File: config.mk
export PLATFORM = sky130hd
export DESIGN_NAME = fill_ctrl
export DESIGN_NICKNAME = d
export VERILOG_FILES = /design/src/rtl/fill_ctrl.sv
export SDC_FILE = /design/constraint.sdc
export NUM_CORES = 1
export LEC_CHECK = 0
export CAP_MARGIN = 15
export CORE_MARGIN = 2
export CORE_UTILIZATION = 29
export CTS_CLUSTER_SIZE = 25
export DETAILED_ROUTE_END_ITERATION = 8
export PLACE_DENSITY = 0.54
export REMOVE_ABC_BUFFERS = 1
export SLEW_MARGIN = 20
export SYNTH_ARGS = -nofsm -noshare
export SYNTH_HDL_FRONTEND = slang
export SYNTH_SLANG_ARGS = --single-unit
File: constraint.sdc
create_clock -name CLK -period 2.95 [get_ports CLK]
set_input_delay 0.295 -clock CLK [delete_from_list [all_inputs] [get_ports CLK]]
set_output_delay 0.295 -clock CLK [all_outputs]
set_load 0.005 [all_outputs]
File: src/rtl/fill_ctrl.sv
// Bottle-filling sequencer: owns the BCD target, per-bottle and batch pill counts,
// bottle sequencing with a timed swap gap, the batch alarm and the display page select.
module fill_ctrl #(
    parameter int PAGE_TICKS = 100,
    parameter int SWAP_TICKS = 8,
    parameter int BOTTLES    = 10
) (
    input  logic       CLK,
    input  logic       RST,
    input  logic       start,
    input  logic       pause,
    input  logic       pill,
    input  logic       key_mode,
    input  logic       key_sel,
    input  logic       key_up,
    output logic [3:0] max2,
    output logic [3:0] max1,
    output logic [3:0] ten,
    output logic [3:0] one,
    output logic [3:0] seqH,
    output logic [3:0] seqL,
    output logic [3:0] now2,
    output logic [3:0] now1,
    output logic       SET,
    output logic       EN_work,
    output logic       EN_set,
    output logic       print1,
    output logic       motor,
    output logic       alarm
);

    localparam int PW = $clog2(PAGE_TICKS + 1);
    localparam int SW = $clog2(SWAP_TICKS + 1);
    localparam logic [PW-1:0] PAGE_LAST = PW'(PAGE_TICKS - 1);
    localparam logic [SW-1:0] SWAP_LAST = SW'(SWAP_TICKS - 1);
    localparam logic [6:0]    BOTTLES_B = 7'(BOTTLES);

    typedef enum logic [2:0] {
        S_IDLE,
        S_SETUP,
        S_RUN,
        S_SWAP,
        S_DONE
    } state_t;

    state_t          r_state;
    state_t          w_stateNext;
    logic            r_pillD;
    logic [PW-1:0]   r_pageCnt;
    logic [SW-1:0]   r_swapCnt;

    logic            w_pillEdge;
    logic            w_count;
    logic [7:0]      w_cntInc;
    logic            w_hitTarget;
    logic            w_swapDone;
    logic [6:0]      w_seqBin;
    logic            w_lastBottle;
    logic            w_targetZero;

    logic [7:0]      w_maxN;
    logic [7:0]      w_cntN;
    logic [7:0]      w_seqN;
    logic [7:0]      w_nowN;
    logic            w_setN;
    logic            w_enWorkN;
    logic            w_enSetN;
    logic            w_motorN;
    logic            w_alarmN;
    logic            w_print1N;
    logic [PW-1:0]   w_pageCntN;

    function automatic logic [3:0] bcdInc(input logic [3:0] d);
        return (d >= 4'd9) ? 4'd0 : d + 4'd1;
    endfunction

    function automatic logic [7:0] bcd2Inc(input logic [7:0] v);
        return (v[3:0] >= 4'd9) ? {bcdInc(v[7:4]), 4'd0} : {v[7:4], v[3:0] + 4'd1};
    endfunction

    assign w_pillEdge   = pill & ~r_pillD;
    assign w_count      = (r_state == S_RUN) && w_pillEdge && !pause;
    assign w_cntInc     = bcd2Inc({ten, one});
    assign w_hitTarget  = w_count && (w_cntInc == {max2, max1});
    assign w_swapDone   = (r_state == S_SWAP) && (r_swapCnt == SWAP_LAST);
    assign w_seqBin     = 7'(seqH) * 7'd10 + 7'(seqL);
    assign w_lastBottle = (w_seqBin == BOTTLES_B);
    assign w_targetZero = ({max2, max1} == 8'h00);

    always_ff @(posedge CLK or posedge RST) begin
        if (RST) begin
            r_state <= S_IDLE;
        end else begin
            r_state <= w_stateNext;
        end
    end

    // start outranks key_mode in IDLE; a zero target never launches a batch
    always_comb begin
        w_stateNext = r_state;
        case (r_state)
            S_IDLE: begin
                if (start && !w_targetZero) begin
                    w_stateNext = S_RUN;
                end else if (key_mode) begin
                    w_stateNext = S_SETUP;
                end
            end
            S_SETUP: begin
                if (key_mode) begin
                    w_stateNext = S_IDLE;
                end
            end
            S_RUN: begin
                if (w_hitTarget) begin
                    w_stateNext = S_SWAP;
                end
            end
            S_SWAP: begin
                if (w_swapDone) begin
                    w_stateNext = w_lastBottle ? S_DONE : S_RUN;
                end
            end
            S_DONE: begin
                if (start) begin
                    w_stateNext = S_IDLE;
                end
            end
            default: w_stateNext = S_IDLE;
        endcase
    end

    // Next values for every registered output; flags follow the next state so they
    // change on the same edge as the state itself
    always_comb begin
        w_maxN     = {max2, max1};
        w_cntN     = {ten, one};
        w_seqN     = {seqH, seqL};
        w_nowN     = {now2, now1};
        w_setN     = SET;
        w_pageCntN = r_pageCnt;
        w_print1N  = print1;
        case (r_state)
            S_IDLE: begin
                if (w_stateNext == S_RUN) begin
                    w_cntN = 8'h00;
                    w_nowN = 8'h00;
                    w_seqN = 8'h01;
                end
            end
            S_SETUP: begin
                if (key_sel) begin
                    w_setN = ~SET;
                end
                if (key_up) begin
                    if (SET) begin
                        w_maxN = {max2, bcdInc(max1)};
                    end else begin
                        w_maxN = {bcdInc(max2), max1};
                    end
                end
            end
            S_RUN: begin
                if (w_count) begin
                    w_cntN = w_cntInc;
                    w_nowN = bcd2Inc({now2, now1});
                end
            end
            S_SWAP: begin
                if (w_swapDone && !w_lastBottle) begin
                    w_seqN = bcd2Inc({seqH, seqL});
                    w_cntN = 8'h00;
                end
            end
            default: ;
        endcase
        w_enWorkN = (w_stateNext == S_SETUP) || (w_stateNext == S_RUN) || (w_stateNext == S_SWAP);
        w_enSetN  = (w_stateNext == S_RUN) || (w_stateNext == S_SWAP);
        w_motorN  = (w_stateNext == S_RUN) && !pause;
        w_alarmN  = (w_stateNext == S_DONE);
        if ((w_stateNext == S_IDLE) || (w_stateNext == S_SETUP) || (r_state == S_IDLE)) begin
            w_pageCntN = '0;
            w_print1N  = 1'b0;
        end else if (r_pageCnt == PAGE_LAST) begin
            w_pageCntN = '0;
            w_print1N  = ~print1;
        end else begin
            w_pageCntN = r_pageCnt + PW'(1);
        end
    end

    // The swap timer only runs in SWAP, so it is always zero on SWAP entry
    always_ff @(posedge CLK or posedge RST) begin
        if (RST) begin
            r_pillD      <= 1'b0;
            r_pageCnt    <= '0;
            r_swapCnt    <= '0;
            {max2, max1} <= 8'h30;
            {ten, one}   <= 8'h00;
            {seqH, seqL} <= 8'h00;
            {now2, now1} <= 8'h00;
            SET          <= 1'b0;
            EN_work      <= 1'b0;
            EN_set       <= 1'b0;
            print1       <= 1'b0;
            motor        <= 1'b0;
            alarm        <= 1'b0;
        end else begin
            r_pillD      <= pill;
            r_pageCnt    <= w_pageCntN;
            r_swapCnt    <= (r_state == S_SWAP) ? r_swapCnt + SW'(1) : '0;
            {max2, max1} <= w_maxN;
            {ten, one}   <= w_cntN;
            {seqH, seqL} <= w_seqN;
            {now2, now1} <= w_nowN;
            SET          <= w_setN;
            EN_work      <= w_enWorkN;
            EN_set       <= w_enSetN;
            print1       <= w_print1N;
            motor        <= w_motorN;
            alarm        <= w_alarmN;
        end
    end

endmodule
==> results, run 1 <==
- The top cell family by delay on the critical path is adder cells.
- The setup slack of the most critical reg-to-reg path is 0.19 ns.
- In this run the power density over the cells is 842.7 nW/um^2.
- The peak supply drop is 0.3341 mV.
- In the final routed layout, each cell accounts on average for 14.25 um.
- The fraction of layout cells with a size suffix above 1 is 0.07565.
- The critical path goes through ha_1 > ha_1 > inv_1 > fa_1 > nor2b_1 > mux2i_1 > nor2_1 > a21oi_1 > nor2_1 > o41ai_1.
- Of all flip-flops after synthesis, the portion carrying an async set or reset was 1.000.
- Averaged over all synthesized cells, the footprint is 9.213 sq um.
- The largest clock skew in the final design is 0.003596 ns.
- The post-placement setup slack is 0.1913 ns.
- The arrival time of data at the critical path endpoint is 2.94 ns.
- The TritonCTS clock tree is yes.
- The share of total power dissipated in combinational logic is 0.447.
- Counting tap cells, the placed design contains a total of 558 instances.
- The count of vias placed by the detailed router is 2,843.
- Of the post-synthesis cell area, the dominant cell type holds 0.3754.
- Setup violations remaining at the end of the flow were counted as 0.
- The switching power total is 1.392 mW.
- The flow ran to the end, and the final reports show no timing, DRC or antenna violations.
- The biggest cell delay along the critical path is 0.46 ns.
- The actual slew at the worst max-slew pin is 0.5816 ns.
- The switching power share of the total is 0.3886.
- The area growth from synthesis to layout is 25.06%.
- The critical path ends at seqH[3]$_DFFE_PP0P_.
- The critical path starts at seqH[1]$_DFFE_PP0P_.
- The floorplan step defined a core boundary enclosing 11,420 sq um.
- The maximum fanout encountered on the critical timing path is 7.
- Routability-driven placement finished with a final weighted congestion of 0.8366.
- The netlist area before placement is 3400 sq um.
- The leakage dissipation is 1.854 nW.
- The most used flip-flop cell after synthesis is sky130_fd_sc_hd__dfrtp_1.
- The Yosys warning count is 0.
- sky130_fd_sc_hd__dfrtp_1 takes more of the synthesized area than any other cell.
- The leftover overflow at the end of global routing is 0.
- The longest clock path from root to sink contains 2 buffers.
- For the worst setup path, the data required time is 3.13 ns.
- The worst path in the final design needs a cycle of 2.759 ns, including I/O delays and setup.
- Row generation in the floorplan step produced 39 rows.
- The critical register-to-register path endpoint is seqH[3]$_DFFE_PP0P_.
- The TritonCTS buffer count is 5.
- The final max-slew violation count is 0.
- The number of hold violations in the final report is 0.
- The share of total power dissipated in the clock network is 0.209.
- The number of sinks driven by the clock tree is 53.
- The part of the Yosys area used for sequential elements is 0.3909.
- In this run the remaining antenna-violating nets after routing total 0.
- The die is 112.3 um tall.
- The startpoint class of the critical path is a flop.
- The starting density of the core is 0.2977.
- The flip-flop and latch count after synthesis is 53.
- The top-level port count is 46.
- Dividing the final minimum period by the clock period gives 0.9353.
- The detailed router finished its first iteration with 118 violations.
- The number of hold buffers added after cts is 0.
- The worst path meets setup with 0.1908 ns of slack.
- The floorplan die area is 12,600 sq um.
- Based on the critical path, the design can be clocked at up to 362.4 MHz.
- The critical path class is reg -> reg.
- The count of buffer and inverter cells on the critical path is 1.
- The H-tree generated during clock tree synthesis spans 2 levels.
- The worst-case headroom to the max-slew limit is 0.6108.
- The number of iterations in the first detailed-routing pass is 4.
- The final net count is 465.
- Yosys mapped a number of flops with a built-in enable equal to 0.
- The final sum of negative setup slack is 0 ns.
- The number of cell instances on the worst register-to-register path is 10.
- The total routing resource utilization after global routing is 0.1318.
- In this run the worst hold path is classified as in -> async.
- The detailed-route DRC error count is 0.
- Once detailed placement completed, the half-perimeter wirelength came to 6.239 mm.
- The number of distinct library cells after synthesis is 57.
- The post-layout instance count excluding filler cells is 566.
- The maximum number of pins on one net before global-route repair is 30.
- The worst register-to-register path begins at seqH[1]$_DFFE_PP0P_.
- The number of buffer cells added on primary ports is 45.
- After detailed routing, the number of vias per cell comes to 5.023.
- The fraction of power consumed by sequential logic is 0.344.
- The most instantiated library cell after synthesis is sky130_fd_sc_hd__dfrtp_1.
- The post-route total power is 3.583 mW.
- Ranked by instance count, the synthesized netlist is headed by 51 x sky130_fd_sc_hd__dfrtp_1, 33 x sky130_fd_sc_hd__ha_1.
- The tree is rooted in a sky130_fd_sc_hd__clkbuf_16.
- The count of antenna diodes in the layout is 0.
- The number of antenna violations at the first check in global routing is 0.
- The critical path crosses 10 cells after its start point.
- The chip width is 112.3 um.
- The kind of capture point of the worst setup path is a flop.
- Summed over all layers, the routed wires come to 8.065 mm.
- Internal power comes to 2.191 mW.
- The first global-routing pass estimated 13.71 mm of wire.
- By area the synthesized netlist is led by sky130_fd_sc_hd__dfrtp_1 38%, sky130_fd_sc_hd__ha_1 12%, sky130_fd_sc_hd__o21ai_0 4.4%, sky130_fd_sc_hd__inv_1 3.3%, sky130_fd_sc_hd__nand2_1 3.3%.
- Max-cap violations in this run came to 0.
- Synthesis handed over a netlist of 369 instances.
- The worst-path cell with the longest stage delay is sky130_fd_sc_hd__dfrtp_1.
- After clock tree synthesis, the clock-pin slew on the worst setup and hold paths is 0.07 ns.
- The clock reaches the later pin of the worst-skew pair after 0.29 ns.
- The number of global-route vias before repair is 2,854.
worst register-to-register path, stage by stage (launching register included):
cell and delay (ns):
sky130_fd_sc_hd__dfrtp_1 0.46, sky130_fd_sc_hd__ha_1 0.33, sky130_fd_sc_hd__ha_1 0.19, sky130_fd_sc_hd__inv_1 0.06, sky130_fd_sc_hd__fa_1 0.43, sky130_fd_sc_hd__nor2b_1 0.15, sky130_fd_sc_hd__mux2i_1 0.20, sky130_fd_sc_hd__nor2_1 0.10
sky130_fd_sc_hd__a21oi_1 0.28, sky130_fd_sc_hd__nor2_1 0.11, sky130_fd_sc_hd__o41ai_1 0.34
worst min-delay path by stage:
stage / startpoint / to / slack, ns / cells after the start
CTS: RST / now1[2]$_DFFE_PP0P_ / 0.24 / 2
floorplan: pill / r_pillD$_DFF_PP0_ / 0.33 / 0
global route: RST / now1[1]$_DFFE_PP0P_ / 0.25 / 2
finish: RST / now2[2]$_DFFE_PP0P_ / 0.23 / 2
global placement: r_pageCnt[0]$_DFF_PP0_ / r_pageCnt[0]$_DFF_PP0_ / 0.44 / 1
detailed placement: r_pageCnt[0]$_DFF_PP0_ / r_pageCnt[0]$_DFF_PP0_ / 0.45 / 1
layer usage:
layer	global-route usage	wire, um
met5	0	0
met1	0.1845	4002
met3	0.02592	287
met2	0.2068	3643
met4	0.04065	131
registers in the layout, indices dropped and copies added, names as in the netlist, 3 cells and up:
signal	count
ten	4
r_swapCnt	4
now1	4
seqH	4
r_pageCnt	7
max1	4
seqL	4
now2	4
max2	4
one	4
r_state	3
layout by cell type, fill, tap and decap left out, drive strengths merged, types with 3 or more instances in the layout:
cell,instances
a21boi,4
a21o,3
a21oi,16
a22o,3
a31oi,3
a32oi,3
and2,4
and3,5
buf,8
clkbuf,5
clkdlybuf4s50,45
dfrtp,51
ha,33
inv,30
mux2i,4
nand2,30
nand2b,10
nand3,19
nand3b,3
nand4,5
nor2,30
nor2b,8
nor3,7
nor3b,4
o211ai,5
o21ai,30
or3b,4
xnor2,7
xor2,7
power groups by stage:
stage          Sequential [mW]  Clock, mW  Combinational [mW]
2_1_floorplan             1.19          0               0.967
6_report                  1.23      0.749                1.60
3_5_place_dp              1.24          0                1.60
5_1_grt                   1.27      0.799                1.82
4_1_cts                   1.23      0.766                1.61
3_3_place_gp              1.24          0                1.58
kinds of logic after synthesis:
kind of cell / count (synthesis) / synth area share
compound gates: 85 / 0.1612
flops: 53 / 0.3909
fa+ha+maj: 35 / 0.1332
buf+inv: 37 / 0.04269
simple gates: 140 / 0.2208
xor+xnor: 14 / 0.03607
mux: 5 / 0.01509
area by class of cell:
class / count / area, sq um
clock buffer: 5 / 125.1
sequential: 53 / 1329
tap: 143 / 178.9
inverter: 30 / 112.6
clock inverter: 3 / 65.06
multi-input combinational: 279 / 1931
timing repair buffer: 53 / 510.5
fill: 1183 / 7167
timing repair:
action,in CTS,in global routing
setup endpoints to repair,0,4
setup buffers,0,0
endpoints found under the hold margin,0,0
resized for setup,0,1
metrics by stage:
| stage | hold WS (ns) | utilization | instance area [sq um] |
|---|---|---|---|
| floorplan | 0.3264 | - | 3367 |
| global placement | 0.4383 | 0.3552 | 4056 |
| detailed placement | 0.4515 | 0.3552 | 4056 |
| CTS | 0.2357 | 0.3719 | 4247 |
| global route | 0.2503 | 0.3723 | 4252 |
| finish | 0.2261 | 0.3723 | 4252 |
(Power assumes the default switching activity.)
==> run 2, diff against run 1 <==
MAX_ROUTING_LAYER = met4   (was default)
==> run 2 against run 1 <==
  * Global-route usage grew 0.38 points
  * Critical path depth unchanged
  * Non-clock buffer count stayed put
  * Cell area is the same
  * Critical path type unchanged
  * First-iteration DRC count decreased by 5.9%
==> results, run 2 (synthesis results as in run 1) <==
- The number of flip-flops under the largest register name is 7.
- STA classifies the critical path endpoint as a flop.
- The worst hold slack is 0.2271 ns.
- At the end of the flow, the number of nets in the layout was 465.
- Counting the fill cells in the layout gives 1,183.
- The fraction of layout cells with a size suffix above 1 is 0.07565.
- The remaining antenna violation count is 0.
- The power density over the cells is 843.9 nW/um^2.
- In the routed layout, each cell is associated on average with a via count of 5.016.
- The floorplan has 39 rows.
- The detail-routed net length per standard cell is 14.27 um.
- The count of vias placed by the detailed router is 2,839.
- Derived from the worst setup path, the maximum achievable clock frequency is 362.4 MHz.
- The final layout contains routed wiring with a total length of 8.076 mm.
- The clock-pin slew of the registers on the worst-case setup and hold paths is 0.07 ns.
- The area added between synthesis and finish is 25.06%.
- The starting density of the core is 0.2977.
- In this run the post-CTS setup repair buffer count came out at 0.
- The number of hold violations in the final report is 0.
- The estimated wirelength of the detail-placed design is 6.239 mm.
- The critical path class is reg -> reg.
- The final max-slew violation count came to 0.
- The worst-case headroom to the max-slew limit is 0.6157.
- The data required time at the worst endpoint is 3.13 ns.
- Across every metal layer, demand over resource in global routing totals 0.1356.
- The peak supply drop is 0.3331 mV.
- The library cell used most frequently in the layout, excluding fill and tap cells, is sky130_fd_sc_hd__dfrtp_1.
- The pre-antenna-repair detailed-routing pass consisted of 4 iterations.
- The path type of the worst min-delay path is in -> async.
- The first global-routing pass estimated 13.73 mm of wire.
- The root buffer cell is sky130_fd_sc_hd__clkbuf_16.
- For this run, the share of the core covered by cells in the final layout is 0.3723.
- At the pin with the least slew margin, the transition time is 0.5743 ns.
- The chip width is 112.3 um.
- The number of cell instances on the worst register-to-register path is 10.
- The number of buffer cells added on primary ports is 45.
- Setup violations remaining at the end of the flow were counted as 0.
- The worst-case clock buffer depth is 2.
- The maximum number of pins on one net before global-route repair is 30.
- The count of antenna diodes in the layout is 0.
- The analysis attributes to cell leakage a power of 1.854 nW.
- Setup slack closes at 0.1908 ns.
- The number of violations of the max-capacitance limit is 0.
- Data on the critical path arrives at its endpoint at 2.94 ns.
- The total area inside the core boundary comes to 11,420 sq um.
- OpenSTA, run right after detailed placement, puts the worst setup slack at 0.1913 ns.
- The smallest clock period supported by the final layout is computed as 2.759 ns.
- The finished cells cover 4252 sq um.
- The detailed-route DRC error count is 0.
- The top cell types in the final layout, fill and taps aside, are 51 x sky130_fd_sc_hd__dfrtp_1, 45 x sky130_fd_sc_hd__clkdlybuf4s50_1, 33 x sky130_fd_sc_hd__ha_1.
- The weighted congestion reported at the end of routability-driven placement is 0.8496.
- The share of the clock period used by the worst path is 0.9353.
- The flow ran to the end, and the final reports show no timing, DRC or antenna violations.
- TritonCTS built the clock tree.
- The DRC violation total after the first TritonRoute iteration is 111.
- Measured along the y axis, the die boundary spans 112.3 um.
- The floorplan die area is 12,600 sq um.
- The number of antenna violations at the first check in global routing is 0.
- Summing all placed instances gives a cell area of 4056 sq um.
- Clock tree synthesis found a total of 53 sinks.
- The largest clock skew in the final design is 0.007203 ns.
- The top-level port count is 46.
- The startpoint class of the critical path is a flop.
- Counting flops per register, the top entry is r_pageCnt.
- Counting the buffers created by CTS gives 5.
- The number of global-route vias before repair is 2,859.
- Of all nets on the critical path, the largest fanout is 7.
- The clock reaches the later pin of the worst-skew pair after 0.29 ns.
- The H-tree was split into 2 levels.
- The leftover overflow at the end of global routing is 0.
-- run 2: cell type report --
class	instances	area, sq um	area share
inverters	30	112.6	0.02649
repair buffers	53	510.5	0.1201
well taps	143	178.9	0.04208
multi-input cells	279	1931	0.4541
flip-flops and latches	53	1329	0.3125
clock buffers	5	125.1	0.02943
clock inverters	3	65.06	0.01530
-- run 2: metal layers --
metal  vias up  track usage  share of wire
met4         0      0.04065          0.013
met1      1366       0.1828           0.50
met5         -            -              0
met2        53       0.2084           0.45
li1       1410            -              -
met3        10      0.02592          0.034
-- run 2: metrics by stage --
step / setup TNS [ns] / instances / power, mW
global placement: 0 / 558 / 2.817
finish: 0 / 566 / 3.588
CTS: 0 / 566 / 3.613
floorplan: 0 / 362 / 2.156
detailed placement: 0 / 558 / 2.846
global route: -0.02327 / 566 / 3.893
-- run 2: final timing paths --
kind,startpoint,to,slack [ns]
worst min-delay path,RST,now2[2]$_DFFE_PP0P_,0.23
worst max-delay path,seqH[1]$_DFFE_PP0P_,seqH[3]$_DFFE_PP0P_,0.19
worst max register to register,seqH[1]$_DFFE_PP0P_,seqH[3]$_DFFE_PP0P_,0.19
min in group CLK,r_pageCnt[0]$_DFF_PP0_,r_pageCnt[0]$_DFF_PP0_,0.45
max in group asynchronous,RST,max2[1]$_DFFE_PP1P_,2.06
worst min register to register,r_pageCnt[0]$_DFF_PP0_,r_pageCnt[0]$_DFF_PP0_,0.45
-- run 2: timing repair --
action | in CTS | in global routing
resized for setup | 0 | 1
setup endpoints to repair | 0 | 4
hold buffers | 0 | 0
-- run 2: where the power goes --
group          internal [mW]  total, mW  switching [mW]
sequential             0.940       1.23           0.294
clock                  0.485      0.749           0.264
combinational          0.766       1.61           0.839
-- run 2: worst max-delay path, stage by stage, from the launching register on --
cell and delay, ns:
sky130_fd_sc_hd__dfrtp_1 0.46, sky130_fd_sc_hd__ha_1 0.33, sky130_fd_sc_hd__ha_1 0.19, sky130_fd_sc_hd__inv_1 0.06
sky130_fd_sc_hd__fa_1 0.43, sky130_fd_sc_hd__nor2b_1 0.15, sky130_fd_sc_hd__mux2i_1 0.20, sky130_fd_sc_hd__nor2_1 0.10
sky130_fd_sc_hd__a21oi_1 0.28, sky130_fd_sc_hd__nor2_1 0.11, sky130_fd_sc_hd__o41ai_1 0.33
